## config.mk

```make
export PLATFORM = sky130hd
export DESIGN_NAME = apb_master_bridge
export DESIGN_NICKNAME = d
export VERILOG_FILES = /design/src/rtl/apb_pkg.sv /design/src/rtl/apb_addr_decoder.sv /design/src/rtl/apb_master_bridge.sv
export SDC_FILE = /design/constraint.sdc
export NUM_CORES = 1
export LEC_CHECK = 0
export CORE_ASPECT_RATIO = 0.8
export CORE_MARGIN = 5
export CORE_UTILIZATION = 34
export DETAILED_ROUTE_END_ITERATION = 8
export PLACE_DENSITY_LB_ADDON = 0.05
export RECOVER_POWER = 100
export SYNTH_ARGS = -nofsm -noshare
export SYNTH_HDL_FRONTEND = slang
export SYNTH_SLANG_ARGS = --single-unit
```

## constraint.sdc

```tcl
create_clock -name PCLK -period 3.84 [get_ports PCLK]
set_input_delay 0.768 -clock PCLK [delete_from_list [all_inputs] [get_ports PCLK]]
set_output_delay 0.768 -clock PCLK [all_outputs]
set_load 0.01 [all_outputs]
```

## src/rtl/apb_pkg.sv

```systemverilog
// Shared types and widths for the APB master bridge and its address decoder.
package apb_pkg;

    localparam int APB_DATA_W = 32;
    localparam int APB_ADDR_W = 32;

    typedef enum logic [1:0] {
        IDLE,
        SETUP,
        ACCESS
    } apb_state_t;

    function automatic int idx_width(input int n);
        return (n > 1) ? $clog2(n) : 1;
    endfunction

endpackage

```

## src/rtl/apb_addr_decoder.sv

```systemverilog
// Maps a CPU byte address onto one slave window: index, mapped flag and one-hot select.
module apb_addr_decoder
    import apb_pkg::*;
#(
    parameter int                    NUM_SLAVES    = 4,
    parameter logic [APB_ADDR_W-1:0] BASE_ADDR     = 32'h1000_0000,
    parameter int                    SLV_SPAN_LOG2 = 12,
    localparam int                   IDX_W         = idx_width(NUM_SLAVES)
) (
    input  logic [APB_ADDR_W-1:0] addr,
    output logic [IDX_W-1:0]      idx,
    output logic                  mapped,
    output logic [NUM_SLAVES-1:0] sel
);

    logic [APB_ADDR_W-1:0] off;
    logic [APB_ADDR_W-1:0] slot;

    // The addr >= BASE_ADDR term keeps addresses below the window from
    // wrapping around through the subtraction into a valid slot.
    always_comb begin
        off    = addr - BASE_ADDR;
        slot   = off >> SLV_SPAN_LOG2;
        mapped = (addr >= BASE_ADDR) && (slot < APB_ADDR_W'(NUM_SLAVES));
        idx    = mapped ? slot[IDX_W-1:0] : '0;
        sel    = '0;
        for (int i = 0; i < NUM_SLAVES; i++) begin
            sel[i] = mapped && (slot == APB_ADDR_W'(i));
        end
    end

endmodule

```

## src/rtl/apb_master_bridge.sv

```systemverilog
// Single-master APB bridge: latches one CPU request, runs SETUP/ACCESS on the
// decoded slave and returns a registered one-cycle completion with data or error.
module apb_master_bridge
    import apb_pkg::*;
#(
    parameter int                    NUM_SLAVES    = 4,
    parameter logic [APB_ADDR_W-1:0] BASE_ADDR     = 32'h1000_0000,
    parameter int                    SLV_SPAN_LOG2 = 12,
    parameter int                    TIMEOUT       = 16
) (
    input  logic                             PCLK,
    input  logic                             PRESET,
    input  logic                             transfer,
    input  logic                             write,
    input  logic [APB_ADDR_W-1:0]            addr,
    input  logic [APB_DATA_W-1:0]            wdata,
    output logic [APB_DATA_W-1:0]            rdata,
    output logic                             ready,
    output logic                             err,
    output logic [APB_ADDR_W-1:0]            PADDR,
    output logic [APB_DATA_W-1:0]            PWDATA,
    output logic                             PWRITE,
    output logic                             PENABLE,
    output logic [NUM_SLAVES-1:0]            PSEL,
    input  logic [NUM_SLAVES*APB_DATA_W-1:0] PRDATA,
    input  logic [NUM_SLAVES-1:0]            PREADY
);

    localparam int IDX_W = idx_width(NUM_SLAVES);
    localparam int CNT_W = (TIMEOUT > 1) ? $clog2(TIMEOUT) : 1;

    apb_state_t state_q;
    apb_state_t state_d;

    logic [IDX_W-1:0]      dec_idx;
    logic                  dec_mapped;
    logic [NUM_SLAVES-1:0] dec_sel;

    logic [IDX_W-1:0]      idx_q;
    logic [NUM_SLAVES-1:0] sel_q;
    logic [CNT_W-1:0]      tcnt_q;

    logic                  accept;
    logic                  bad_addr;
    logic                  done;
    logic                  abort;
    logic                  sel_pready;
    logic                  timeout_hit;
    logic [APB_DATA_W-1:0] slot_rdata;

    apb_addr_decoder #(
        .NUM_SLAVES    (NUM_SLAVES),
        .BASE_ADDR     (BASE_ADDR),
        .SLV_SPAN_LOG2 (SLV_SPAN_LOG2)
    ) u_decoder (
        .addr   (addr),
        .idx    (dec_idx),
        .mapped (dec_mapped),
        .sel    (dec_sel)
    );

    always_comb begin
        slot_rdata = '0;
        for (int i = 0; i < NUM_SLAVES; i++) begin
            if (idx_q == IDX_W'(i)) begin
                slot_rdata = PRDATA[i*APB_DATA_W +: APB_DATA_W];
            end
        end
    end

    // tcnt_q counts ACCESS cycles already completed, so the abort fires in the
    // TIMEOUT-th ACCESS cycle when the slave is still not ready.
    assign sel_pready  = |(PREADY & sel_q);
    assign timeout_hit = (TIMEOUT != 0) && (tcnt_q == CNT_W'(TIMEOUT - 1));

    // NOTE: every signal driven here gets a default first so no path leaves it unassigned and no latch is inferred.
    always_comb begin
        state_d  = state_q;
        accept   = 1'b0;
        bad_addr = 1'b0;
        done     = 1'b0;
        abort    = 1'b0;
        PSEL     = '0;
        PENABLE  = 1'b0;
        unique case (state_q)
            IDLE: begin
                if (transfer) begin
                    accept = 1'b1;
                    if (dec_mapped) state_d = SETUP;
                    else            bad_addr = 1'b1;
                end
            end
            SETUP: begin
                PSEL    = sel_q;
                state_d = ACCESS;
            end
            ACCESS: begin
                PSEL    = sel_q;
                PENABLE = 1'b1;
                if (sel_pready) begin
                    done    = 1'b1;
                    state_d = IDLE;
                end else if (timeout_hit) begin
                    abort   = 1'b1;
                    state_d = IDLE;
                end
            end
            default: state_d = IDLE;
        endcase
    end

    // NOTE: sequential state uses non-blocking assignments so every register samples pre-edge values.
    always_ff @(posedge PCLK or posedge PRESET) begin
        if (PRESET) state_q <= IDLE;
        else        state_q <= state_d;
    end

    // Request fields hold their last value until the next accepted request.
    always_ff @(posedge PCLK or posedge PRESET) begin
        if (PRESET) begin
            PADDR  <= '0;
            PWDATA <= '0;
            PWRITE <= 1'b0;
            idx_q  <= '0;
            sel_q  <= '0;
        end else if (accept) begin
            PADDR  <= addr;
            PWDATA <= wdata;
            PWRITE <= write;
            idx_q  <= dec_idx;
            sel_q  <= dec_sel;
        end
    end

    always_ff @(posedge PCLK or posedge PRESET) begin
        if (PRESET)                 tcnt_q <= '0;
        else if (state_q == ACCESS) tcnt_q <= tcnt_q + 1'b1;
        else                        tcnt_q <= '0;
    end

    // Completion is one registered cycle; err/rdata are zero outside it.
    always_ff @(posedge PCLK or posedge PRESET) begin
        if (PRESET) begin
            ready <= 1'b0;
            err   <= 1'b0;
            rdata <= '0;
        end else begin
            ready <= bad_addr | done | abort;
            err   <= bad_addr | abort;
            rdata <= (done && !PWRITE) ? slot_rdata : '0;
        end
    end

endmodule

```

==> flow_summary.toml, run 1 <==
[setup_path]
cp_slowest_stage_delay_ns = 1.14
cpLargestDelayFamily = "simple AND/OR/NAND/NOR gates"
crit_chain = "dlygate4sd3_1, and2_0, buf_12, mux2_2"
crit_type = "input pin to flop"
rr_endpoint = "PWDATA[17]"
cp-end-kind = "flop"
cp.depth = 4
cpMaxStageDelayCell = "and2_0"
crit_path_max_fanout = 42
r2r_cells = 5
crit_buf_inv = 2
r2r-start = "state_q[0]"
worstPathArrival_ns = 3.28
r2r_slack_ns = 1.16
critical_path_required_ns = 4.07
start_kind = "input pin"

[clock_network]
clk_latency_ns = 0.34
clk_pin_slew_ns = 0.07
htreeDepth = 3
ctsHoldBuffers = 0
ctsResizeCount = 0
cts_made_buffers = 9
post_cts_buffers = 0
root_buffer = "clkbuf_16"
tritoncts = "done"
clock_sinks = 111
clk_path_buf_depth = 2

[cells_and_area]
area_delta_synth_final_pct = 67.4
finalInstanceArea_mm2 = 0.00862
drive_gt1_share_pct = 19.9
nFillCells = 1223
utilization_pct = 57.6
layout_common_cells = "195 x clkdlybuf4s50_1, 110 x dfrtp_1, 108 x dlygate4sd3_1"
diodes = 0
nNetsFinal = 831
layout_commonest_cell = "clkdlybuf4s50_1"

[die]
die-area_mm2 = 0.0177
ios = 304
die_w_um = 148
core_mm2 = 0.0150
die_y_um = 120
start_util_pct = 34.4
rows = 40

[drt]
viasPerCell = 4.71
wl_per_cell_um = 19.1
firstDrtPassIters = 4
vias = 3871
ant_nets = 0
drc_errors = 0
wl_um = 15700
drtIter0Drc = 83

[hold_path]
hp-class = "flop to flop"
holdPathStages = 1
min_to = "tcnt_q[0]"
min_from = "tcnt_q[0]"

[placement]
gp_congestion = 0.770
dp_slack_ns = 1.16
place_hpwl_um = 12400
io_buffers = 303
post_dp_cell_area_mm2 = 0.00834

[synth]
synth-edff-count = 0
yosysWarnings = 0
async_flop_share_pct = 100
synth-seq-cells = 111
syn_inst = 326
synth_ff_type = "dfrtp_1"
synth_seq_area_share_pct = 53.9
synthDistinctLibCells = 37
syn_area_mm2 = 0.00515
synth_nets = 530
synth.avg_cell_area_um2 = 15.8

[global_routing]
grt_max_degree = 72
grt_pass1_wl_um = 23900
overflow = 0
antenna_found_initial = 0
grt_pass1_vias = 4129
track_usage_pct = 17.2

[timing]
final-max-slew-violation-count = 0
worstMarginPinSlew_ns = 1.49
fin_worst_skew_ns = 0.00761
setup_ws_ns = 0.793
fmax_mhz = 328
grt_setup_unrepaired = "false"
fin_setup_tns_ns = 0
final_hold_viol_count = 0
fin_crit_sh_pct = 79.4
setup_violations = 0
maxSlewHeadroom_pct = 0.874
min_period_ns = 3.05

[status]
outcome = "complete, no violations"

[power_and_ir_drop]
leakage_nw = 3.71
peakVddDrop_mv = 0.250
power_density_mw_per_mm2 = 318

[job]
maxCapViolCount = 0
## state kept, by name, indices dropped and copies added, names as in the netlist
register  count
tcnt_q        4
err           1
state_q       2
rdata        32
PWRITE        1
idx_q         2
ready         1
sel_q         4
PADDR        32
PWDATA       32
## power breakdown
group	switching (mW)	internal (mW)
sequential	0.0318	1.24
combinational	0.162	0.348
clock	0.438	0.520
## worst max-delay path by stage
stage / start / slack [ns] / end
after floorplan: PRESET / 0.14 / PADDR[0]
after global placement: transfer / 1.22 / PWDATA[31]
after detailed placement: transfer / 1.16 / PWDATA[14]
after CTS: state_q[1] / 1.24 / PSEL[1]
after global routing: transfer / 0.65 / PWDATA[15]
final: transfer / 0.79 / PWDATA[17]
## cell usage after synthesis, drive strengths merged, types with 2 or more instances
cell,number,area (µm²)
mux2,63,709
nand2,13,56.3
o31ai,2,15.0
nor2b,4,25.0
nor4,5,31.3
clkbuf,9,73.8
inv,8,30.0
o41ai,5,43.8
mux4,32,807
dfrtp,111,2780
ha,4,50.1
buf,10,71.3
a22o,2,20.0
o21ai,4,20.0
and2b,28,245
nor2,4,15.0
and2,8,53.8
## area by class of cell
cell class                      instances  area, µm²  share of cell area, %
Clock buffer                           10        229                   2.66
Timing Repair Buffer                  309       3080                   35.7
Clock inverter                          6       77.6                  0.900
Multi-Input combinational cell        188       2190                   25.4
Inverter                                8       30.0                  0.348
Tap cell                              189        236                   2.74
Sequential cell                       111       2780                   32.2
## metal layers
| metal | vias up | wire length, µm | GRT usage, % |
|---|---|---|---|
| li1 | 1815 | - | - |
| met4 | 0 | 42 | 2.10 |
| met3 | 7 | 1420 | 5.96 |
| met2 | 165 | 8090 | 30.5 |
| met1 | 1884 | 6130 | 21.0 |
| met5 | - | 0 | 0 |
## per-stage QoR
step | cells | hold WS, ns | total power [mW]
2_1_floorplan | 326 | 0.425 | 1.45
3_3_place_gp | 805 | 0.442 | 1.83
3_5_place_dp | 805 | 0.450 | 1.84
4_1_cts | 821 | 0.460 | 2.82
5_1_grt | 821 | 0.498 | 2.87
6_report | 821 | 0.455 | 2.74
## cell families (layout without fill, tap and decap cells)
logic type / count (synthesis) / in the layout / share of synthesized area (%)
flops: 111 / 111 / 53.9
mux: 95 / 95 / 29.4
simple gates: 70 / 70 / 9.45
buf+inv: 27 / 333 / 3.40
compound gates: 17 / 17 / 2.48
fa+ha+maj: 4 / 4 / 0.972
xor+xnor: 2 / 2 / 0.340
No activity file was read; power rests on OpenSTA's default activity.
==> run 2: changes to the inputs <==
==> constraint.sdc (replaced) <==
create_clock -name PCLK -period 2.5 [get_ports PCLK]
set_input_delay 0.5 -clock PCLK [delete_from_list [all_inputs] [get_ports PCLK]]
set_output_delay 0.5 -clock PCLK [all_outputs]
set_load 0.01 [all_outputs]
==> flow_summary.toml, run 2 (synthesized netlist as in run 1, its figures left out) <==
[placement]
io_buffers = 303
gp_congestion = 0.797
post_dp_cell_area_mm2 = 0.00838
place_hpwl_um = 12100

[setup_path]
cp.depth = 4
crit_chain = "inv_1, ha_1, and2_1, clkdlybuf4s50_1"
crit_buf_inv = 2
crit_path_max_fanout = 4
cp_slowest_stage_delay_ns = 0.54
cp-end-kind = "output port"
cpLargestDelayFamily = "buffers and inverters"
worstPathArrival_ns = 1.82
cpMaxStageDelayCell = "clkdlybuf4s50_1"
start_kind = "flop"
critical_path_required_ns = 2.00
crit_type = "flop to output port"
r2r_cells = 5

[timing]
maxSlewHeadroom_pct = 51.7
worstMarginPinSlew_ns = 0.725
setup_violations = 0
fin_worst_skew_ns = 0.00904
grt_setup_unrepaired = "false"
final_hold_viol_count = 0
fin_setup_tns_ns = 0
fmax_mhz = 431
final-max-slew-violation-count = 0
fin_crit_sh_pct = 92.9
min_period_ns = 2.32

[power_and_ir_drop]
peakVddDrop_mv = 0.365
power_density_mw_per_mm2 = 472
clkPwrFrac_pct = 32.7
cellInternalPower_mw = 3.11
comb_power_share_pct = 19.4
swShare_pct = 23.4
leakage_nw = 3.69
seqPwrFrac_pct = 47.9
p_sw_mw = 0.949

[clock_network]
clk_pin_slew_ns = 0.07
htreeDepth = 3
ctsHoldBuffers = 0
ctsResizeCount = 0
tritoncts = "done"
clk_path_buf_depth = 2
clk_latency_ns = 0.34
clock_sinks = 111
root_buffer = "clkbuf_16"
cts_made_buffers = 9
post_cts_buffers = 0

[drt]
wl_per_cell_um = 19.0
drtIter0Drc = 113
vias = 3879
ant_nets = 0
firstDrtPassIters = 6
viasPerCell = 4.73
wl_um = 15600
drc_errors = 0

[cells_and_area]
layout_common_cells = "199 x clkdlybuf4s50_1, 110 x dfrtp_1, 104 x dlygate4sd3_1"
layout_commonest_cell = "clkdlybuf4s50_1"
nFillCells = 1204
drive_gt1_share_pct = 20.3
nNetsFinal = 831
reg.largest.list = "PADDR x32, PWDATA x32, rdata x32"
area_delta_synth_final_pct = 67.0
diodes = 0
finalInstanceArea_mm2 = 0.00860

[job]
maxCapViolCount = 0

[global_routing]
antenna_found_initial = 1
grt_max_degree = 112
grt_pass1_vias = 4190
grt_pass1_wl_um = 23600
track_usage_pct = 17.1
overflow = 0

[status]
outcome = "complete, no violations"

[hold_path]
hp-class = "flop to flop"
holdPathStages = 1

[die]
die-area_mm2 = 0.0177
rows = 40
start_util_pct = 34.4
core_mm2 = 0.0150
ios = 304
die_w_um = 148
die_y_um = 120
-- run 2: per-stage QoR --
| step | hold slack (ns) | instances | power [mW] | utilization, % | worst slack (ns) |
|---|---|---|---|---|---|
| 6_report | 0.472 | 820 | 4.06 | 57.5 | 0.179 |
| 3_5_place_dp | 0.462 | 805 | 2.83 | 56.0 | 0.126 |
| 4_1_cts | 0.471 | 820 | 4.20 | 57.8 | 0.147 |
| 3_3_place_gp | 0.437 | 805 | 2.82 | 56.0 | 0.258 |
| 2_1_floorplan | 0.425 | 326 | 2.24 | - | 0.657 |
| 5_1_grt | 0.480 | 820 | 4.27 | 57.5 | 0.0666 |
-- run 2: path summary, 6_finish.rpt --
| path | from | end | slack [ns] |
|---|---|---|---|
| worst max register to register | state_q[0] | PWDATA[19] | 0.49 |
| worst min-delay path | tcnt_q[0] | tcnt_q[0] | 0.47 |
| max in group asynchronous | PRESET | idx_q[0] | 1.23 |
| min in group asynchronous | PRESET | PWDATA[1] | 0.80 |
| worst min register to register | tcnt_q[0] | tcnt_q[0] | 0.47 |
| worst max-delay path | state_q[1] | PSEL[0] | 0.18 |
-- run 2: power by group through the flow --
| stage | Combinational [mW] | Sequential (mW) | Clock, mW |
|---|---|---|---|
| after CTS | 0.848 | 1.95 | 1.40 |
| after global placement | 0.835 | 1.98 | 0 |
| after floorplan | 0.197 | 2.04 | 0 |
| after global routing | 0.843 | 1.96 | 1.46 |
| after detailed placement | 0.845 | 1.99 | 0 |
| final | 0.787 | 1.95 | 1.33 |
-- run 2: area by class of cell --
type / count / area [µm²] / share of cell area (%)
Sequential cell: 111 / 2780 / 32.3
Inverter: 8 / 33.8 / 0.393
Tap cell: 189 / 236 / 2.75
Clock buffer: 9 / 225 / 2.62
Timing Repair Buffer: 309 / 3100 / 36.0
Multi-Input combinational cell: 188 / 2190 / 25.4
Clock inverter: 6 / 43.8 / 0.509
-- run 2: layer usage --
layer | track usage (%) | vias to the layer above | part of all wire (%)
met5 | 0 | - | 0.045
met4 | 3.20 | 2 | 1.3
met3 | 6.64 | 15 | 9.7
met2 | 30.4 | 174 | 52
met1 | 19.8 | 1874 | 37
li1 | - | 1814 | -
